### config.mk
export PLATFORM = sky130hd
export DESIGN_NAME = frame_lock_ctrl_flat
export DESIGN_NICKNAME = d
export VERILOG_FILES = /design/src/rtl/frame_lock_pkg.sv /design/src/rtl/frame_lock_ctrl_if.sv /design/src/rtl/vs_edge_sync.sv /design/src/rtl/frame_lock_ctrl.sv /design/src/flat_wrapper.sv
export SDC_FILE = /design/constraint.sdc
export NUM_CORES = 1
export LEC_CHECK = 0
export BUFFER_PORTS_ARGS = -buffer_cell sky130_fd_sc_hd__buf_4
export CELL_PAD_IN_SITES_DETAIL_PLACEMENT = 0
export CELL_PAD_IN_SITES_GLOBAL_PLACEMENT = 1
export CORE_AREA = 2 2 100 102
export CTS_BUF_LIST = sky130_fd_sc_hd__clkbuf_8 sky130_fd_sc_hd__clkbuf_16
export CTS_CLUSTER_SIZE = 28
export DETAILED_ROUTE_END_ITERATION = 8
export DIE_AREA = 0 0 102 104
export HOLD_SLACK_MARGIN = 0.03
export PLACE_DENSITY_LB_ADDON = 0.1
export SLEW_MARGIN = 40
export SYNTH_ARGS = -nofsm -noshare
export SYNTH_HDL_FRONTEND = slang
export SYNTH_SLANG_ARGS = --single-unit
### constraint.sdc
create_clock -name clk -period 6.2 [get_ports clk]
set_clock_uncertainty 0.1 [all_clocks]
set_input_delay 1.24 -clock clk [delete_from_list [all_inputs] [get_ports clk]]
set_output_delay 1.24 -clock clk [all_outputs]
set_load 0.05 [all_outputs]
### src/rtl/frame_lock_pkg.sv
// Shared types and default constants for the frame lock controller.
package frame_lock_pkg;

    localparam int PERIOD_W = 16;
    localparam int CMP_W    = PERIOD_W + 1;

    localparam int NOM_LEN  = 26250;
    localparam int TOL_WIN  = 64;
    localparam int TRIG_OFS = 20853;
    localparam int TMO_LEN  = 52500;

    typedef enum logic [1:0] {
        ST_IDLE   = 2'd0,
        ST_SYNC   = 2'd1,
        ST_CHECK  = 2'd2,
        ST_LOCKED = 2'd3
    } state_t;

    // One bit wider than the period so nom +/- win never wraps.
    function automatic logic period_good(input logic [PERIOD_W-1:0] len,
                                         input int nom, input int win);
        logic [CMP_W-1:0] lo;
        logic [CMP_W-1:0] hi;
        logic [CMP_W-1:0] val;
        lo  = CMP_W'(nom - win);
        hi  = CMP_W'(nom + win);
        val = {1'b0, len};
        return (val >= lo) && (val <= hi);
    endfunction

endpackage

### src/rtl/frame_lock_ctrl_if.sv
// Camera VSYNC / measurement-counter / read-sequencer signals of the frame lock controller.
interface frame_lock_ctrl_if;

    logic                                vs_in;
    logic [frame_lock_pkg::PERIOD_W-1:0] tol_in;
    logic                                cnt_clr;
    logic [frame_lock_pkg::PERIOD_W-1:0] frame_len;
    logic                                locked;
    logic                                r_tr;
    logic [7:0]                          err_cnt;

    modport master (
        output vs_in, tol_in,
        input  cnt_clr, frame_len, locked, r_tr, err_cnt
    );

    modport slave (
        input  vs_in, tol_in,
        output cnt_clr, frame_len, locked, r_tr, err_cnt
    );

endinterface

### src/rtl/vs_edge_sync.sv
// Two-flop synchroniser for the asynchronous VSYNC plus a registered rising-edge pulse.
module vs_edge_sync (
    input  logic clk,
    input  logic rst_n,
    input  logic vs_in,
    output logic vs_rise
);

    // [0] first stage, [1] synchronised level, [2] its previous value
    logic [2:0] sync_q;

    always_ff @(posedge clk or negedge rst_n) begin
        if (!rst_n) begin
            sync_q  <= 3'b000;
            vs_rise <= 1'b0;
        end else begin
            sync_q  <= {sync_q[1:0], vs_in};
            vs_rise <= sync_q[1] & ~sync_q[2];
        end
    end

endmodule

### src/rtl/frame_lock_ctrl.sv
// Frame lock controller: VSYNC period capture, lock FSM and read-trigger generation.
// Optional saturating error statistics enabled by defining FRAME_LOCK_ERR_STAT_EN.
//
//   state     | meaning
//   ST_IDLE   | no VSYNC seen (or lost); wait for a rising edge
//   ST_SYNC   | first capture pending; its period is meaningless and is discarded
//   ST_CHECK  | counting consecutive good periods towards lock
//   ST_LOCKED | locked; read trigger enabled, counting consecutive bad periods
module frame_lock_ctrl #(
    parameter int NOM_LEN  = frame_lock_pkg::NOM_LEN,
    parameter int TOL_WIN  = frame_lock_pkg::TOL_WIN,
    parameter int LOCK_N   = 4,
    parameter int LOSS_N   = 2,
    parameter int TRIG_OFS = frame_lock_pkg::TRIG_OFS,
    parameter int TMO_LEN  = frame_lock_pkg::TMO_LEN
) (
    input  logic               clk,
    input  logic               rst_n,
    frame_lock_ctrl_if.slave   bus
);
    import frame_lock_pkg::*;

    localparam logic [PERIOD_W-1:0] TRIG_V  = PERIOD_W'(TRIG_OFS);
    localparam logic [PERIOD_W-1:0] TMO_V   = PERIOD_W'(TMO_LEN);
    localparam logic [PERIOD_W-1:0] TMO_PRE = PERIOD_W'(TMO_LEN - 1);
    localparam logic [7:0]          LOCK_V  = 8'(LOCK_N);
    localparam logic [7:0]          LOSS_V  = 8'(LOSS_N);

    logic                vs_rise;
    logic                cnt_clr_q;
    logic                clr_d1;
    logic                cap;
    logic [PERIOD_W-1:0] frame_len_q;
    logic [PERIOD_W-1:0] phase;
    logic                tmo;
    logic                good;

    state_t              state;
    logic [7:0]          good_cnt;
    logic [7:0]          bad_cnt;
    logic                locked_q;
    logic                r_tr_q;

    vs_edge_sync u_vs_sync (
        .clk     (clk),
        .rst_n   (rst_n),
        .vs_in   (bus.vs_in),
        .vs_rise (vs_rise)
    );

    // A new edge cancels any capture still in flight so periods never mix.
    always_ff @(posedge clk or negedge rst_n) begin
        if (!rst_n) begin
            cnt_clr_q   <= 1'b0;
            clr_d1      <= 1'b0;
            cap         <= 1'b0;
            frame_len_q <= '0;
            phase       <= '0;
        end else begin
            cnt_clr_q <= vs_rise;
            clr_d1    <= cnt_clr_q & ~vs_rise;
            cap       <= clr_d1 & ~vs_rise;
            if (clr_d1 && !vs_rise)
                frame_len_q <= bus.tol_in;
            if (vs_rise)
                phase <= '0;
            else if (phase != TMO_V)
                phase <= phase + 1'b1;
        end
    end

    // Fires only on the step into TMO_LEN, so a saturated counter does not repeat it.
    assign tmo  = !vs_rise && (phase == TMO_PRE);
    assign good = period_good(frame_len_q, NOM_LEN, TOL_WIN);

    always_ff @(posedge clk or negedge rst_n) begin
        if (!rst_n) begin
            state    <= ST_IDLE;
            good_cnt <= '0;
            bad_cnt  <= '0;
            locked_q <= 1'b0;
            r_tr_q   <= 1'b0;
        end else begin
            r_tr_q <= (state == ST_LOCKED) && (phase == TRIG_V);
            if (tmo && state != ST_IDLE) begin
                state    <= ST_IDLE;
                good_cnt <= '0;
                bad_cnt  <= '0;
                locked_q <= 1'b0;
            end else begin
                case (state)
                    ST_IDLE: begin
                        if (vs_rise)
                            state <= ST_SYNC;
                    end
                    ST_SYNC: begin
                        if (cap) begin
                            state    <= ST_CHECK;
                            good_cnt <= '0;
                        end
                    end
                    ST_CHECK: begin
                        if (cap) begin
                            if (good) begin
                                good_cnt <= good_cnt + 8'd1;
                                if (good_cnt + 8'd1 == LOCK_V) begin
                                    state    <= ST_LOCKED;
                                    bad_cnt  <= '0;
                                    locked_q <= 1'b1;
                                end
                            end else begin
                                good_cnt <= '0;
                            end
                        end
                    end
                    ST_LOCKED: begin
                        if (cap) begin
                            if (good) begin
                                bad_cnt <= '0;
                            end else begin
                                bad_cnt <= bad_cnt + 8'd1;
                                if (bad_cnt + 8'd1 == LOSS_V) begin
                                    state    <= ST_CHECK;
                                    good_cnt <= '0;
                                    locked_q <= 1'b0;
                                end
                            end
                        end
                    end
                    default: state <= ST_IDLE;
                endcase
            end
        end
    end

`ifdef FRAME_LOCK_ERR_STAT_EN
    logic [7:0] err_q;
    logic       err_evt;

    assign err_evt = ((state == ST_CHECK) || (state == ST_LOCKED)) && ((cap && !good) || tmo);

    always_ff @(posedge clk or negedge rst_n) begin
        if (!rst_n)
            err_q <= '0;
        else if (err_evt && err_q != 8'hFF)
            err_q <= err_q + 8'd1;
    end

    assign bus.err_cnt = err_q;
`else
    assign bus.err_cnt = '0;
`endif

    assign bus.cnt_clr   = cnt_clr_q;
    assign bus.frame_len = frame_len_q;
    assign bus.locked    = locked_q;
    assign bus.r_tr      = r_tr_q;

endmodule

### src/flat_wrapper.sv
// flat-port wrapper written by rule: the top's interface ports become plain ports
module frame_lock_ctrl_flat import frame_lock_pkg::*;
#(
    parameter int NOM_LEN  = frame_lock_pkg::NOM_LEN,
    parameter int TOL_WIN  = frame_lock_pkg::TOL_WIN,
    parameter int LOCK_N   = 4,
    parameter int LOSS_N   = 2,
    parameter int TRIG_OFS = frame_lock_pkg::TRIG_OFS,
    parameter int TMO_LEN  = frame_lock_pkg::TMO_LEN
)
  (clk, rst_n, bus_vs_in, bus_tol_in, bus_cnt_clr, bus_frame_len, bus_locked, bus_r_tr, bus_err_cnt);
  frame_lock_ctrl_if bus_i ();
  input  logic clk;
  input  logic rst_n;
  input wire logic [$bits(bus_i.vs_in)-1:0] bus_vs_in;
  input wire logic [$bits(bus_i.tol_in)-1:0] bus_tol_in;
  output wire logic [$bits(bus_i.cnt_clr)-1:0] bus_cnt_clr;
  output wire logic [$bits(bus_i.frame_len)-1:0] bus_frame_len;
  output wire logic [$bits(bus_i.locked)-1:0] bus_locked;
  output wire logic [$bits(bus_i.r_tr)-1:0] bus_r_tr;
  output wire logic [$bits(bus_i.err_cnt)-1:0] bus_err_cnt;
  assign bus_i.vs_in = bus_vs_in;
  assign bus_i.tol_in = bus_tol_in;
  assign bus_cnt_clr = bus_i.cnt_clr;
  assign bus_frame_len = bus_i.frame_len;
  assign bus_locked = bus_i.locked;
  assign bus_r_tr = bus_i.r_tr;
  assign bus_err_cnt = bus_i.err_cnt;
  frame_lock_ctrl #(.NOM_LEN(NOM_LEN), .TOL_WIN(TOL_WIN), .LOCK_N(LOCK_N), .LOSS_N(LOSS_N), .TRIG_OFS(TRIG_OFS), .TMO_LEN(TMO_LEN)) u_core (.clk(clk), .rst_n(rst_n), .bus(bus_i));
endmodule
==> impl_metrics.csv <==
group,metric,value,unit
clocking,cts_tree,"built",
setup_path,reg2reg_from,"u_core.u_vs_sync.vs_rise$_DFF_PN0_",
global_route,grt_pass1_wl,12200,microns
yosys,synth.distinct_cells,61,
routing,routedWlPerCell,14.4,microns
clocking,clk_latency,340,ps
setup_path,crit_chain,"and4bb_1 > and4_1 > a21oi_4 > nor2_1 > o31ai_4 > a22o_1",
setup_path,cp.required,6330,ps
clocking,clock-sinks,59,
hold_path,min_from,"u_core.u_vs_sync.sync_q[1]$_DFF_PN0_",
floorplan,die_width,102,microns
clocking,cts_buffer_depth,2,
hold_path,holdPathStages,0,
setup_path,crit_slowest_cell,"dfrtp_1",
cells_and_area,n_antenna_cell,0,
sta,finalSetupViolCount,0,
setup_path,start_kind,"flip-flop",
yosys,yosysSeqAreaShare,0.457,
routing,ant_nets,0,
clocking,clkTransAtPathRegs,70,ps
routing,dr.pass1.iters,4,
place,portBuffers,37,
setup_path,crit_type,"reg -> reg",
job,maxCapViolCount,0,
cells_and_area,synthToLayoutAreaGrowth,18.5,%
yosys,ys_async_sr_fraction,1.00,
routing,drt-total-wl,7150,microns
global_route,grt_max_degree,60,
place,place.gp.congestion,0.736,
global_route,grt.total_usage,0.148,
hold_path,hp-class,"reg -> reg",
sta,slew_viol_final,0,
place,dpl_cell_area,3600,sq um
sta,max_slew.worst_pin.slew,677,ps
sta,max_freq,397,MHz
clocking,root_buffer,"clkbuf_8",
sta,min_period,2520,ps
setup_path,crit_fanout,22,
yosys,synth_edf_count,0,
yosys,yosys_most_used_dff,"dfrtp_1",
cells_and_area,stdcell_count,496,
clocking,post_cts_buffers,0,
setup_path,setup.worst_path.start,"u_core.u_vs_sync.vs_rise$_DFF_PN0_",
clocking,cts_buffers,9,
yosys,ys_seq_elements,59,
power,ir_drop,0.000156,V
power,p_leak,0.00160,uW
routing,viasPerCell,4.91,
clocking,hold_buffers,0,
global_route,gr-total-overflow,0,
sta,relSlewSlack,0.548,
sta,min_period_over_period,0.406,
cells_and_area,fin_area,3830,sq um
sta,setup_tns,0,ps
setup_path,critPathMaxStageDelay,630,ps
sta,grt_setup_unrepaired,"no",
yosys,yosysWarnings,0,
clocking,cts_resized,0,
cells_and_area,nets,384,
cells_and_area,drive_gt1_frac,0.234,
yosys,syn_area,3230,sq um
floorplan,num_rows,36,
setup_path,reg2reg_to,"u_core.bad_cnt[7]$_DFFE_PN0P_",
place,hpwl,4800,microns
setup_path,reg2reg_slack,3680,ps
floorplan,io_pins,46,
place,dp_cells,480,
routing,drc,0,
floorplan,core_area,9550,sq um
routing,num_vias,2437,
power,power.density,308,nW/um^2
routing,drtIter0Drc,76,
sta,finalHoldViolations,0,
setup_path,critical_path_arrival,2650,ps
hold_path,hold_path_end,"u_core.u_vs_sync.sync_q[2]$_DFF_PN0_",
floorplan,design.die.area,10600,sq um
setup_path,cp-end-kind,"flip-flop",
global_route,antenna_found_initial,0,
global_route,grt_pass1_vias,2349,
clocking,htreeDepth,3,
yosys,synth_area_per_cell,10.1,sq um
run_status,status,"complete, no violations",
floorplan,start_util,0.338,
yosys,syn_inst,320,
floorplan,die_h,104,microns
setup_path,reg2regPathDepth,6,
sequential cells by signal, summed over array words and instances (netlist names), 2 cells and up:
register,count
u_core.good_cnt,8
u_core.phase,16
u_core.u_vs_sync.sync_q,3
u_core.bus.frame_len,16
u_core.state,2
u_core.bad_cnt,8
power by group:
group	internal, uW	leakage [uW]	total (uW)	switching (uW)
logic	109	0.000748	281	172
clock network	237	0.000108	404	167
registers	431	0.000740	493	62.4
total	777	0.00160	1180	401
routing by layer:
layer	wire length [microns]	share of wire	vias to the layer above	GRT usage
met5	0	0	-	0
li1	-	-	1222	-
met2	3410	0.48	33	0.215
met4	81	0.011	0	0.0429
met3	199	0.028	7	0.0457
met1	3460	0.48	1175	0.210
layout by cell type (no fill, tap or decap), drive strengths merged, types with 6 or more instances in the layout:
| cell type | n |
|---|---|
| nand2 | 31 |
| nor2 | 26 |
| a22o | 6 |
| dfrtp | 59 |
| ha | 7 |
| conb | 8 |
| o21ai | 13 |
| o221ai | 6 |
| inv | 12 |
| or3 | 7 |
| nand3 | 13 |
| buf | 38 |
| nand4 | 6 |
| xor2 | 9 |
| clkbuf | 10 |
| mux2 | 17 |
| nor3 | 13 |
| a21oi | 12 |
metrics by stage:
stage / hold slack [ps] / worst slack, ps / util / power, uW
after CTS: 269 / 3640 / 0.401 / 1200
after global placement: 247 / 3390 / 0.376 / 782
after floorplan: 231 / 4080 / - / 697
after global routing: 278 / 3460 / 0.401 / 1250
final: 266 / 3680 / 0.401 / 1180
after detailed placement: 249 / 3650 / 0.377 / 786
kinds of logic (layout without fill, tap and decap cells):
group,count (synthesis),in the layout,share of synthesized area
buf+inv,30,66,0.0499
mux,17,17,0.0604
xor+xnor,13,13,0.0352
compound gates,60,60,0.136
simple gates,133,133,0.234
fa+ha+maj,7,7,0.0271
flops,59,59,0.457
other cells,1,8,0.00116
cells in the mapped netlist (2+ instances only):
cell,instances,share of area
nor3b_1,3,0.0070
nand2b_1,4,0.0077
buf_4,11,0.026
nor2_1,25,0.029
o221ai_1,6,0.016
xnor2_1,4,0.011
and2_1,2,0.0039
or2_2,2,0.0039
buf_1,3,0.0035
ha_1,7,0.027
and3_1,3,0.0058
mux2_2,16,0.056
nand2_1,31,0.036
nand4_1,6,0.012
o2111ai_1,4,0.011
inv_1,12,0.014
a22o_1,6,0.016
a21oi_1,11,0.017
or3_1,7,0.014
nor4bb_1,4,0.012
nor2b_1,4,0.0077
a21o_1,4,0.0093
dfrtp_1,59,0.46
and4bb_1,2,0.0077
a31oi_1,4,0.0077
xor2_1,9,0.024
clkbuf_1,3,0.0035
nor3_1,12,0.019
nand3_1,13,0.020
o211ai_1,2,0.0046
o21ai_0,11,0.017
cell type report:
type	instances	area (sq um)
well taps	133	166
multi-input cells	238	1630
flip-flops and latches	59	1480
clock buffers	10	138
repair buffers	38	289
fillers	991	5720
inverters	12	45.0
clock inverters	6	88.8
critical path: cells and delay by family, from the launching register on:
| family | cells | cell delay, ps |
|---|---|---|
| DFF | 1 | 630 |
| AOI/OAI and AO/OA | 3 | 560 |
| and+or+nand+nor | 3 | 1100 |
how the worst max path moves through the flow:
stage	endpoint	slack, ps	cells past startpoint
final	u_core.bad_cnt[7]$_DFFE_PN0P_	3680	6
after global routing	u_core.good_cnt[6]$_DFFE_PN0P_	3460	6
after CTS	u_core.bad_cnt[7]$_DFFE_PN0P_	3640	6
after detailed placement	u_core.bad_cnt[7]$_DFFE_PN0P_	3650	6
after global placement	u_core.good_cnt[4]$_DFFE_PN0P_	3390	6
after floorplan	u_core.bad_cnt[2]$_DFFE_PN0P_	4080	5
Note: power is estimated with default switching activity, not from simulation.
